$ cat src/rtl/box_sprite_compositor.sv
// box_sprite_compositor: frame-latched NUM_BOXES box overlay on a pixel stream, 2-cycle latency.
// Define BOX_COLLISION_EN to build the per-frame box-0 overlap flags.
module box_sprite_compositor #(
   parameter int NUM_BOXES  = 4,
   parameter int X_WIDTH    = 10,
   parameter int Y_WIDTH    = 9,
   parameter int HALF_WIDTH = 6,
   parameter int COLOR_BITS = 12
) (
   input  logic                               clk_25mHz,
   input  logic                               reset,
   input  logic [X_WIDTH-1:0]                 x,
   input  logic [Y_WIDTH-1:0]                 y,
   input  logic                               active,
   input  logic                               screenEnd,
   input  logic [COLOR_BITS-1:0]              bg_color,
   input  logic [NUM_BOXES*X_WIDTH-1:0]       box_cx,
   input  logic [NUM_BOXES*Y_WIDTH-1:0]       box_cy,
   input  logic [NUM_BOXES*HALF_WIDTH-1:0]    box_half,
   input  logic [NUM_BOXES*COLOR_BITS-1:0]    box_color,
   input  logic [NUM_BOXES-1:0]               box_en,
   output logic [COLOR_BITS-1:0]              color_out,
   output logic                               hit_valid,
   output logic [$clog2(NUM_BOXES)-1:0]       hit_index,
   output logic [NUM_BOXES-1:0]               collision_flags,
   output logic                               collision_strobe
);
   localparam int IW = $clog2(NUM_BOXES);
   logic                            se_d, frame_edge;
   logic [NUM_BOXES*X_WIDTH-1:0]    sh_cx;
   logic [NUM_BOXES*Y_WIDTH-1:0]    sh_cy;
   logic [NUM_BOXES*HALF_WIDTH-1:0] sh_half;
   logic [NUM_BOXES*COLOR_BITS-1:0] sh_color;
   logic [NUM_BOXES-1:0]            sh_en, bnd_en, hit, hit_s1;
   logic [X_WIDTH-1:0]              bl [NUM_BOXES];
   logic [X_WIDTH-1:0]              br [NUM_BOXES];
   logic [Y_WIDTH-1:0]              bt [NUM_BOXES];
   logic [Y_WIDTH-1:0]              bb [NUM_BOXES];
   logic                            active_s1;
   logic [COLOR_BITS-1:0]           bg_s1;
   logic [IW-1:0]                   win;

   function automatic logic [X_WIDTH-1:0] x_lo(input logic [X_WIDTH-1:0] c, input logic [HALF_WIDTH-1:0] h);
      return c < X_WIDTH'(h) ? '0 : c - X_WIDTH'(h);
   endfunction

   function automatic logic [X_WIDTH-1:0] x_hi(input logic [X_WIDTH-1:0] c, input logic [HALF_WIDTH-1:0] h);
      logic [X_WIDTH:0] s;
      s = {1'b0, c} + (X_WIDTH+1)'(h);
      return s[X_WIDTH] ? '1 : s[X_WIDTH-1:0];
   endfunction

   function automatic logic [Y_WIDTH-1:0] y_lo(input logic [Y_WIDTH-1:0] c, input logic [HALF_WIDTH-1:0] h);
      return c < Y_WIDTH'(h) ? '0 : c - Y_WIDTH'(h);
   endfunction

   function automatic logic [Y_WIDTH-1:0] y_hi(input logic [Y_WIDTH-1:0] c, input logic [HALF_WIDTH-1:0] h);
      logic [Y_WIDTH:0] s;
      s = {1'b0, c} + (Y_WIDTH+1)'(h);
      return s[Y_WIDTH] ? '1 : s[Y_WIDTH-1:0];
   endfunction

   assign frame_edge = screenEnd & ~se_d;

   // se_d follows screenEnd even in reset, so a pulse held across reset release yields no edge
   always_ff @(posedge clk_25mHz) begin
      se_d <= screenEnd;
      if (!reset) begin
         sh_cx    <= '0;
         sh_cy    <= '0;
         sh_half  <= '0;
         sh_color <= '0;
         sh_en    <= '0;
      end else if (frame_edge) begin
         sh_cx    <= box_cx;
         sh_cy    <= box_cy;
         sh_half  <= box_half;
         sh_color <= box_color;
         sh_en    <= box_en;
      end
   end

   always_ff @(posedge clk_25mHz) begin
      bnd_en <= reset ? sh_en : '0;
      for (int i = 0; i < NUM_BOXES; i++) begin
         bl[i] <= reset ? x_lo(sh_cx[i*X_WIDTH +: X_WIDTH], sh_half[i*HALF_WIDTH +: HALF_WIDTH]) : '0;
         br[i] <= reset ? x_hi(sh_cx[i*X_WIDTH +: X_WIDTH], sh_half[i*HALF_WIDTH +: HALF_WIDTH]) : '0;
         bt[i] <= reset ? y_lo(sh_cy[i*Y_WIDTH +: Y_WIDTH], sh_half[i*HALF_WIDTH +: HALF_WIDTH]) : '0;
         bb[i] <= reset ? y_hi(sh_cy[i*Y_WIDTH +: Y_WIDTH], sh_half[i*HALF_WIDTH +: HALF_WIDTH]) : '0;
      end
   end

   always_comb begin
      hit = '0;
      for (int i = 0; i < NUM_BOXES; i++)
         hit[i] = bnd_en[i] && x >= bl[i] && x <= br[i] && y >= bt[i] && y <= bb[i];
   end

   always_comb begin
      win = '0;
      for (int i = NUM_BOXES-1; i >= 0; i--)
         if (hit_s1[i]) win = IW'(i);
   end

   always_ff @(posedge clk_25mHz) begin
      if (!reset) begin
         hit_s1    <= '0;
         active_s1 <= 1'b0;
         bg_s1     <= '0;
         color_out <= '0;
         hit_valid <= 1'b0;
         hit_index <= '0;
      end else begin
         hit_s1    <= hit;
         active_s1 <= active;
         bg_s1     <= bg_color;
         color_out <= active_s1 ? (|hit_s1 ? sh_color[win*COLOR_BITS +: COLOR_BITS] : bg_s1) : '0;
         hit_valid <= |hit_s1;
         hit_index <= win;
      end
   end

`ifdef BOX_COLLISION_EN
   logic [NUM_BOXES-1:0] acc;

   always_ff @(posedge clk_25mHz) begin
      if (!reset) begin
         acc              <= '0;
         collision_flags  <= '0;
         collision_strobe <= 1'b0;
      end else begin
         collision_strobe <= frame_edge;
         if (frame_edge) begin
            collision_flags <= acc;
            acc             <= '0;
         end else begin
            acc <= acc | ({NUM_BOXES{active_s1 & hit_s1[0]}} & hit_s1 & ~NUM_BOXES'(1));
         end
      end
   end
`else
   assign collision_flags  = '0;
   assign collision_strobe = 1'b0;
`endif
endmodule
$ cat config.mk
export PLATFORM = sky130hd
export DESIGN_NAME = box_sprite_compositor
export DESIGN_NICKNAME = d
export VERILOG_FILES = /design/src/rtl/box_sprite_compositor.sv
export SDC_FILE = /design/constraint.sdc
export NUM_CORES = 1
export LEC_CHECK = 0
export ABC_AREA = 1
export BUFFER_PORTS_ARGS = -buffer_cell sky130_fd_sc_hd__clkbuf_2
export CAP_MARGIN = 15
export CORE_MARGIN = 2
export CORE_UTILIZATION = 60
export DETAILED_ROUTE_END_ITERATION = 12
export PLACE_DENSITY = 0.81
export SYNTH_ARGS = -nofsm -noshare
export SYNTH_HDL_FRONTEND = slang
export SYNTH_SLANG_ARGS = --single-unit
$ cat constraint.sdc
create_clock -name clk_25mHz -period 2.1 [get_ports clk_25mHz]
set_input_delay 0.21 -clock clk_25mHz [delete_from_list [all_inputs] [get_ports clk_25mHz]]
set_output_delay 0.21 -clock clk_25mHz [all_outputs]
set_load 0.01 [all_outputs]
=== Yosys cells after proc, flatten, opt, wreduce, memory -nomap -nowiden ===
Memory sizes are Yosys's and may differ from the RTL's.
Cells that the tools add are included.
W data, S select, Z words.

* Add/subtract/negate cells: 16
* $mul: 1
* Divide/modulo/power cells: 0
* Order comparisons: 24
* Equality and inequality tests: 0
* Shift operators: 1
* Muxes and demuxes: 37
* Bitwise operators: 2
* Reductions and logical operators: 18

{| class="wikitable"
|+ Operators with widths
! cell !! number
|-
| $mux W10 || 16
|-
| $mux W9 || 16
|-
| $shiftx A48 B7 Y12 || 1
|-
| $add A10 B6 Y11 || 4
|-
| $add A9 B6 Y10 || 4
|-
| $ge A10 B10 Y1 || 4
|-
| $le A10 B10 Y1 || 4
|-
| $lt A10 B6 Y1 || 4
|-
| $sub A10 B6 Y10 || 4
|-
| $ge A9 B9 Y1 || 4
|-
| $le A9 B9 Y1 || 4
|-
| $lt A9 B6 Y1 || 4
|-
| $sub A9 B6 Y9 || 4
|-
| $logic_and A1 B1 Y1 || 16
|-
| $mux W12 || 1
|-
| $mux W2 || 4
|-
| $mul A2 B2 Y4 const B || 1
|-
| $reduce_or A4 Y1 || 1
|-
| $reduce_and A2 Y1 || 1
|-
| $and A1 B1 Y1 || 1
|-
| $not A1 Y1 || 1
|}

* Flip-flop bits (word level): 189
* Bits in latches: 0
* Bits in writable memories: 152
* Bits in read-only memories: 0
* Output and inout port bits: 20
* Word-level logic and storage cells: 116
* Memories: 4

{| class="wikitable"
|+ Memories
! memory !! depth !! bits a word !! read ports !! clocked after memory_dff !! write ports !! line !! RTL
|-
| bl || 4 || 10 || 4 || 0 || 4 || 35 || <nowiki>logic [X_WIDTH-1:0] bl [NUM_BOXES];</nowiki>
|-
| br || 4 || 10 || 4 || 0 || 4 || 36 || <nowiki>logic [X_WIDTH-1:0] br [NUM_BOXES];</nowiki>
|-
| bb || 4 || 9 || 4 || 0 || 4 || 38 || <nowiki>logic [Y_WIDTH-1:0] bb [NUM_BOXES];</nowiki>
|-
| bt || 4 || 9 || 4 || 0 || 4 || 37 || <nowiki>logic [Y_WIDTH-1:0] bt [NUM_BOXES];</nowiki>
|}

=== Depth between registers and ports, before layout ===
* Word-level depth: 7
* Depth in mapped cells: 14

=== Worst setup path before layout ===
No wires, ideal clock.

* Path kind: flip-flop to flip-flop
* Start point: register sh_half[0]
* End point: memory br[0][2]
* Arrival: 1.581 ns
* Path slack: 0.404 ns
* Cell stages (with the launch flop): 9
* Buffers on the path: 0
* Period minus slack after synthesis: 1.696 ns
* Cell sequence: dfxtp_1 -> ha_1 -> fa_1 -> nand4_1 -> nand3_1 -> nand4_2 -> inv_1 -> o21ai_0 -> inv_1

{| class="wikitable"
|+ RTL lines
! element !! line !! RTL
|-
| start: declaration || 32 || <nowiki>logic [NUM_BOXES*HALF_WIDTH-1:0] sh_half;</nowiki>
|-
| start signal: assignment || 77 || <nowiki>sh_half <= box_half;</nowiki>
|-
| end: declaration || 36 ||
|}

==> impl_metrics.tcl <==
set metrics [dict create \
    outcome "finished, final reports clean" \
    met1_length_um 25800 \
    crit_top_cell "inv_1" \
    synth_simple_gate_area_share_pct 22.6 \
    hp-start "box_cx[18]" \
    cts_made_buffers 39 \
    maxSlewViolCount 0 \
    endpoint_kind "flop" \
    vias 20600 \
    grt_pass1_vias 20500 \
    cap_violations 0 \
    reg2reg_to "bb[3][2]" \
    fmax_mhz 482 \
    final_nets 3675 \
    clkTransAtPathRegs_ns 0.07 \
    post_cts_buffers 0 \
    die_y_um 190 \
    ant_nets 0 \
    wl_met2_um 31300 \
    clk_latency_ns 0.55 \
    synth_area_um2 20800 \
    grt_pass1_wl_um 104000 \
    crit_slowest_cell "ha_2" \
    cts_sinks 341 \
    yosysSeqAreaShare_pct 32.8 \
    r2r.worst_path.cells 9 \
    leakage_nw 12.6 \
    dr_wl_met3_um 4690 \
    synth_fa_ha_area_share_pct 16.5 \
    synth-seq-cells 341 \
    arrival_ns 2.52 \
    tns_ns 0 \
    post-route-period-util_pct 98.8 \
    drt_iter0_drc 1504 \
    synthMuxAreaShare_pct 0 \
    area_growth_pct 20.5 \
    worstSetupPathType "reg -> reg" \
    drt-wirelength-per-cell_um 17.7 \
    rsz0062_at_grt "yes" \
    yosysTopAreaCellShare_pct 32.8 \
    dieArea_um2 36200 \
    ff2ff_setup_slack_ns 0.02 \
    n_antenna_cell 0 \
    fin_skew_ns 0.0187 \
    power.density_nw_per_um2 758 \
    yosys.area.top_type "dfxtp_1" \
    start_kind "flop" \
    synthCells 2907 \
    worstPathRequired_ns 2.54 \
    crit_family "compound AO/OA/AOI/OAI gates" \
    boundaryPins 207 \
    synth_edf_count 0 \
    highest_layer "met4" \
    multi_input_area_um2 11800 \
    seq_area_um2 6830 \
    min_path_type "in -> reg" \
    avgSynthCellArea_um2 7.15 \
    drive_above_1_share_pct 12.7 \
    drc_errors 0 \
    max-slew-margin-rel_pct 51.7 \
    first_pass_iters 6 \
    htree_levels 2 \
    setup_viol 0 \
    synthTopCellsByArea "dfxtp_1 33%, ha_1 15%, nand2_1 9.1%" \
    initial_core_util_pct 60.5 \
    io_buffers 201 \
    r2r-start "sh_half[20]" \
    synth.distinct_cells 46 \
    grt_overflow 0 \
    antenna_found_initial 0 \
    rows 68 \
    ys.flop_type "dfxtp_1" \
    path_buf_inv 3 \
    globalRouteTotalUtil_pct 36.1 \
    root_buffer "clkbuf_16" \
    cts_tree "built" \
    yosys-top-cells-count "505 x nand2_1, 467 x inv_1, 341 x dfxtp_1" \
    synth_top_family_by_area "simple AND/OR/NAND/NOR gates" \
    synth_xor_area_share_pct 1.98 \
    fill_cells 2628 \
    cp_slowest_stage_delay_ns 0.45 \
    crit_chain "inv_1 > ha_2 > inv_2 > a21oi_1 > nor2_1 > o21bai_2 > nand3b_1 > o21ai_0 > inv_1" \
    hold_depth 3 \
    die_x_um 190 \
    ys.warnings.count 0 \
    gp_congestion 0.963 \
    yosysMostFrequentCell "nand2_1" \
    max_slew.worst_pin.slew_ns 0.723 \
    postSynth.asyncResetShare_pct 0 \
    finalWorstPathRequiredPeriod_ns 2.08 \
    place_hpwl_um 45800 \
    fp.coreArea_um2 34400 \
    vdd_ir_drop_max_mv 0.743 \
    viasPerCell 5.56 \
    clk_path_buf_depth 3 \
    grt_max_degree 73 \
    hold-worst-slack_ns 0.0102 \
    totalPowerFinal_mw 19.0 \
    synth-compound-area-share_pct 14.7 \
    wirelength_um 65800 \
    worstPathMaxFanout 7 \
    holdPathEnd "sh_cx[18]" \
    hold_viol 0 \
]
==> power by group <==
part,switching (mW),internal (mW)
Combinational,2.79,1.75
Clock,2.84,4.29
Sequential,0.307,7.02
Total,5.94,13.1
==> cell usage in the layout (no fill, tap or decap), types with 8 or more instances in the layout <==
cell type	count
nand2_1	505
inv_1	467
dfxtp_1	340
a21oi_1	293
nor2_1	270
ha_1	236
o21ai_0	205
clkbuf_2	200
nand3_1	180
dlygate4sd3_1	136
nand4_1	44
xor2_1	44
buf_4	41
clkbuf_16	39
nor3_1	25
or2_2	22
fa_1	15
a21oi_2	14
nand3b_1	14
o211ai_1	12
ha_2	12
inv_2	11
clkbuf_8	10
o21a_1	9
nand3_2	8
==> worst max path at each step <==
| stage | start | end | slack, ns | depth (start not counted) |
|---|---|---|---|---|
| after floorplan | sh_half[0] | br[0][2] | 0.40 | 8 |
| after global placement | sh_half[15] | bl[2][2] | -0.03 | 8 |
| after CTS | sh_half[2] | br[0][1] | 0.02 | 9 |
| after global routing | sh_half[20] | bb[3][1] | -0.1 | 11 |
| final | sh_half[20] | bb[3][2] | 0.02 | 9 |
| after detailed placement | sh_half[20] | bb[3][0] | -0.02 | 11 |
==> per-stage QoR <==
stage	setup WS [ns]	utilization (%)	area, µm²	instances
after floorplan	0.404	-	20800	2911
after global placement	-0.0344	64.6	22200	3499
after detailed placement	-0.0192	64.6	22200	3499
after CTS	0.0247	72.5	24900	3706
after global routing	-0.0967	72.9	25100	3709
final	0.0247	72.9	25100	3709
==> what timing repair did <==
item,in CTS,in global routing
resized for setup,3,30
pin swaps,0,4
setup endpoints to repair,12,98
hold endpoints to repair,137,0
gates cloned,0,3
hold buffers,136,0
==> flip-flops by register name, indices dropped and copies added, names as in the netlist <==
signal	count
sh_color	48
bl	40
br	40
sh_cx	40
bb	36
bt	36
sh_cy	36
sh_half	24
bg_s1	12
color_out	12
bnd_en	4
hit_s1	4
sh_en	4
hit_index	2
active_s1	1
hit_valid	1
se_d	1
==> layout make-up <==
type | count | share of cell area (%)
Sequential cell | 341 | 27.2
Clock buffer | 56 | 4.55
Timing Repair Buffer | 381 | 10.9
Multi-Input combinational cell | 1982 | 47.0
Tap cell | 455 | 2.27
Clock inverter | 15 | 0.794
Inverter | 479 | 7.19
==> layer usage <==
metal  track usage [%]  vias up
li1                  -     9996
met1              42.0     9454
met2              63.2      939
met3              5.79      233
met4              20.5        0
met5                 0        -
==> cell families after synthesis <==
group,count (synthesis)
AOI/OAI and AO/OA,570
xor gates and xnor gates,47
adders and majority gates,264
buffers and inverters,591
DFF,341
other,1
and+or+nand+nor,1093
==> tightest hold or removal path: stages <==
cell      delay, ns
clkbuf_2       0.11
o21ai_0        0.09
a21oi_1        0.11
Note: power is estimated with default switching activity, not from simulation.
